`src/rtl/btn_debounce.sv`:
```
// btn_debounce: per-button 2-flop synchroniser, counter-based debounce, press/release pulses.
// Sticky press flags and btn_irq are compiled in only when BTN_STICKY_EN is defined.
module btn_debounce #(
  parameter int N_BTN       = 5,
  parameter int DB_CYCLES   = 20000,
  parameter int ACTIVE_HIGH = 1
) (
  input  logic             clk,
  input  logic             rstn,
  input  logic [N_BTN-1:0] btn_raw,
  input  logic [N_BTN-1:0] clr,
  output logic [N_BTN-1:0] btn_level,
  output logic [N_BTN-1:0] btn_press,
  output logic [N_BTN-1:0] btn_release,
  output logic [N_BTN-1:0] btn_sticky,
  output logic             btn_irq
);

  localparam int CW = ($clog2(DB_CYCLES) < 1) ? 1 : $clog2(DB_CYCLES);
  localparam logic [CW-1:0] CNT_MAX = CW'(DB_CYCLES - 1);

  logic [N_BTN-1:0] w_raw;
  logic [N_BTN-1:0] r_sync1;
  logic [N_BTN-1:0] r_sync2;
  logic [N_BTN-1:0] r_stable;
  logic [N_BTN-1:0] r_press;
  logic [N_BTN-1:0] r_release;
  logic [N_BTN-1:0] w_accept;

  // Normalise polarity before the synchroniser so everything downstream is 1 = pressed.
  assign w_raw = (ACTIVE_HIGH != 0) ? btn_raw : ~btn_raw;

  always_ff @(posedge clk or negedge rstn) begin
    if (!rstn) begin
      r_sync1 <= '0;
      r_sync2 <= '0;
    end else begin
      r_sync1 <= w_raw;
      r_sync2 <= r_sync1;
    end
  end

  genvar gi;
  generate
    for (gi = 0; gi < N_BTN; gi++) begin : g_bit
      logic [CW-1:0] r_cnt;
      logic          w_diff;

      assign w_diff       = r_sync2[gi] ^ r_stable[gi];
      assign w_accept[gi] = w_diff && (r_cnt == CNT_MAX);

      // Any return to the stable level restarts the count, which rejects short glitches.
      always_ff @(posedge clk or negedge rstn) begin
        if (!rstn) begin
          r_cnt <= '0;
        end else if (!w_diff || w_accept[gi]) begin
          r_cnt <= '0;
        end else begin
          r_cnt <= r_cnt + 1'b1;
        end
      end
    end
  endgenerate

  always_ff @(posedge clk or negedge rstn) begin
    if (!rstn) begin
      r_stable  <= '0;
      r_press   <= '0;
      r_release <= '0;
    end else begin
      r_stable  <= r_stable ^ w_accept;
      r_press   <= w_accept & r_sync2;
      r_release <= w_accept & ~r_sync2;
    end
  end

  assign btn_level   = r_stable;
  assign btn_press   = r_press;
  assign btn_release = r_release;

`ifdef BTN_STICKY_EN
  logic [N_BTN-1:0] r_sticky;

  // Set has priority over a coincident clear so a fresh press is never lost.
  always_ff @(posedge clk or negedge rstn) begin
    if (!rstn) begin
      r_sticky <= '0;
    end else begin
      r_sticky <= (r_sticky & ~clr) | (w_accept & r_sync2);
    end
  end

  assign btn_sticky = r_sticky;
  assign btn_irq    = |r_sticky;
`else
  logic w_unused_clr;

  assign w_unused_clr = ^clr;
  assign btn_sticky   = '0;
  assign btn_irq      = 1'b0;
`endif

endmodule

```
`config.mk`:
```
export PLATFORM = sky130hd
export DESIGN_NAME = btn_debounce
export DESIGN_NICKNAME = d
export VERILOG_FILES = /design/src/rtl/btn_debounce.sv
export SDC_FILE = /design/constraint.sdc
export NUM_CORES = 1
export LEC_CHECK = 0
export ABC_AREA = 1
export CAP_MARGIN = 0
export CORE_ASPECT_RATIO = 0.9
export CORE_MARGIN = 2
export CORE_UTILIZATION = 45
export DETAILED_ROUTE_END_ITERATION = 6
export PLACE_DENSITY_LB_ADDON = 0.12
export SLEW_MARGIN = 0
export SYNTH_ARGS = -nofsm -noshare
export SYNTH_HDL_FRONTEND = slang
export SYNTH_SLANG_ARGS = --single-unit
export TNS_END_PERCENT = 5
```
`constraint.sdc`:
```
create_clock -name clk -period 1.75 [get_ports clk]
set_input_delay 0.2625 -clock clk [delete_from_list [all_inputs] [get_ports clk]]
set_output_delay 0.2625 -clock clk [all_outputs]
set_load 0.01 [all_outputs]
```
# Word-level counts from Yosys, hierarchy flattened
# Cells that the tools add are included.
# totals
register_bits,100
inputBits,12
out_inout_bits,21
elab_cells,49
# op_classes
addsub,5
eq_ne,5
n_mux,5
bitwise_logic,9
reduce_logical,15
# ops
op,count
adder 15 x 1 -> 15 bit (second input constant),5
equality test 15 bit (second input constant),5
two-way mux 15 bit,5
bitwise AND 5 bit,2
logical AND 1 bit,5
zero test 1 bit,5
logical OR 1 bit,5
NOT 5 bit,1
XOR 1 bit,5
XOR 5 bit,1

# Depth between registers and ports, before layout
# depth
ltp_word,4
depth_mapped,9

# Least setup slack after synthesis
# No wires, ideal clock.
# synth_timing
kind,flip-flop to flip-flop
start,register g_bit[0].r_cnt[0]
end,register g_bit[0].r_cnt[13]
setup_ns,0.115
arrival_time_ns,1.275
t_required_ns,1.635
slack_ns,0.361
path_stages_with_launch,10
n_path_buf,1
synth_period_minus_slack_ns,1.389
path_cell_list,dfrtp_1 -> ha_1 -> nand2_2 -> nor2_4 -> nand2_2 -> nor2_4 -> nand2_4 -> nand2_4 -> buf_12 -> nor2_2
# synth_via
elab_chain_len,4
# synth_rtl
element,line,rtl
from (decl),46,logic [CW-1:0] r_cnt;
from (signal assigned),59,r_cnt <= r_cnt + 1'b1;
"parallel branches: the longest is 3 deep, another holds adder 15 x 1 -> 15 bit",--,
two-way mux 15 bit *,56,end else if (!w_diff || w_accept[gi]) begin
# Every way passes the cells marked *.

==> summary.md <==
| Metric | Value |
|---|---|
| Run status | complete, no violations |
| Worst r2r src | g_bit[3].r_cnt[0]$_DFF_PN0_ |
| Final min period | 1602 ps |
| Congestion Overflow GR | 0 |
| Pleak | about 2.4 nW |
| Register bit count reported by yosys | 100 |
| Final Core Density | between 50% and 60% |
| DRT Pass-1 Iters | 7 |
| 1st-iter DRT viols | ~170 |
| Antenna Cells | 0 |
| First-pass GRT wire length | about 15 mm |
| Global-route usage over all layers | between 15 and 20% |
| Design area | roughly 5500 sq um |
| Yosys synthesis warning count | 0 |
| Most frequent cells in the layout | nor2_1 (145), nand2_1 (132), dfrtp_1 (100) |
| Die width | 114.0 um |
| TritonCTS clock tree | yes |
| Power Density | slightly above 800 nW/um^2 |
| Die H | just over 100 um |
| Worst Path Max Fanout | 5 |
| P&R area growth vs syn | 13.14% |
| Antenna violations before repair | 0 |
| Clock sinks | 100 |
| Max-slew violations | 0 |
| I/O pin cnt | 33 |
| Yosys cell types | 24 |
| Initial core utilization | 45.73% |
| Vias per cell | 4.822 |
| Gpl congestion | ~0.84 |
| Clock transition time at the flip-flop clock pins of the worst setup and hold paths | 70 ps |
| Top FF cell, synth | dfrtp_1 |
| Setup_tns | 0 ps |
| Clk_lat worst skew | 350 ps |
| Min-delay src | r_sync1[2]$_DFF_PN0_ |
| Pin count of the biggest net entering global routing | 47 |
| Final setup viols | 0 |
| Hold Path Class | reg2reg |
| Antenna viol nets, final | 0 |
| CP endpoint kind | output pin |
| Max cap viols | 0 |
| Area of the die | approximately 12000 sq um |
| Routed via count | 3650 |
| CP delay by family, top | buffers and inverters |
| Drt wl/cell | 11.47 um |
| Worst Path Required | roughly 1500 ps |
| F_max | roughly 620 MHz |
| CTS Hold Buffers Added | 1 |
| Critical path's largest stage delay | roughly 570 ps |
| Critical path cell sequence | clkdlybuf4s50_1 |
| VDD IR max | roughly 430 uV |
| Drt drc | 0 |
| Core Region | approximately 11000 sq um |
| Fin crit share | ~90% |
| Async SR Flop Fraction | between 90% and 100% |
| Final Total Pwr | about 4.6 mW |
| Critical path class | reg2out |
| Final WL | 8.681 mm |
| Placement Rows | 36 |
| Post CTS Setup Buffer Count | 0 |
| RSZ-0062 raised after global routing | no |
| Syn Area/Cell | 8.309 sq um |
| Commonest non-fill, non-tap cell in the layout | nor2_1 |
| CTS Buf Count | 9 |
| Smallest hold slack | about 340 ps |
| Skew final | just under 7 ps |
| CTS resizes | 0 |
| Crit path DAT | about 1300 ps |
| CP bufs+invs | 1 |
| H-tree depth | 3 |
| Slowest cell on the critical path | clkdlybuf4s50_1 |
| Nets@finish | roughly 640 |
| IO buf count | 21 |
| Area of placed instances | 5225 sq um |
| Syn Inst Count | just under 600 |
| Final Hold Fails | 0 |
| Post-DP HPWL | roughly 6.1 mm |
| Mapped Area | approximately 4900 sq um |
| Vias in the first global route | roughly 3400 |
| CP startpoint kind | register |
| EDFF count, synth | 0 |
| CTS root buffer | clkbuf_16 |
| Sequential area share after synthesis | between 50% and 60% |
| Layout cells sized above 1 | slightly below 8% |
| CTS max path bufs | 2 |
-- cells by family after synthesis --
group,share of synthesized area (%)
XOR/XNOR,6.968
other,0.07650
AND/OR/NAND/NOR,31.96
flip-flops,51.05
AO/OA/AOI/OAI,2.450
buffers and inverters,6.228
adder cells (fa/ha/maj),1.276
-- layer usage --
layer | global-route usage, % | vias up | wire length (um)
met4 | 5.629 | 0 | 124
met3 | 4.997 | 14 | 304
met5 | 0 | - | 0
li1 | - | 1883 | -
met1 | 20.57 | 1704 | 4182
met2 | 26.60 | 49 | 4070
-- sequential cells by signal (all words and copies together), names as in the netlist, named ones only --
signal	count
btn_release	5
btn_press	5
r_sync2	5
g_bit.r_cnt	75
r_sync1	5
-- cell usage after synthesis (5+ instances only) --
cell type    n  area [sq um]
buf_4        6         45.04
xor2_1      27         236.5
o21ai_0      6         30.03
ha_1         5         62.56
inv_1       50         187.7
nand2_2      6         37.54
xnor2_1     12         105.1
nor3_1       7         35.03
nand2_1    132         495.5
nand3_1     29         145.1
dfrtp_1    100          2502
nor2_2      12         75.07
nand4_1     22         137.6
nor2_1     145         544.3
o21bai_1    10         75.07
-- power by group --
| group | switching (mW) | internal [mW] |
|---|---|---|
| sequential | 0.0285 | 2.35 |
| combinational | 0.116 | 0.0595 |
| clock | 0.867 | 1.19 |
-- metrics by stage --
stage	instances	setup slack [ps]
2_1_floorplan	595	360.6
3_3_place_gp	740	252.4
3_5_place_dp	740	210.3
4_1_cts	757	115.1
5_1_grt	757	36.80
6_report	757	147.9
-- final cells by class --
| cell class | count | area (sq um) |
|---|---|---|
| clock buffer | 11 | 252.7 |
| sequential | 100 | 2502 |
| clock inverter | 5 | 58.81 |
| fill | 1018 | 5174 |
| multi-input combinational | 432 | 2113 |
| inverter | 52 | 195.2 |
| timing repair buffer | 24 | 257.7 |
| tap | 133 | 166.4 |
-- final timing paths --
| path | end | slack (ps) | depth (start not counted) |
|---|---|---|---|
| setup / recovery | btn_level[0] | 150 | 1 |
| hold / removal | r_sync2[2]$_DFF_PN0_ | 340 | 0 |
| setup reg to reg | g_bit[3].r_cnt[14]$_DFF_PN0_ | 170 | 8 |
| hold reg to reg | r_sync2[2]$_DFF_PN0_ | 340 | 0 |
| max in group asynchronous | g_bit[1].r_cnt[14]$_DFF_PN0_ | 830 | 3 |
| min in group asynchronous | btn_press[2]$_DFF_PN0_ | 370 | 2 |
Power figures use the tool's default switching activity.
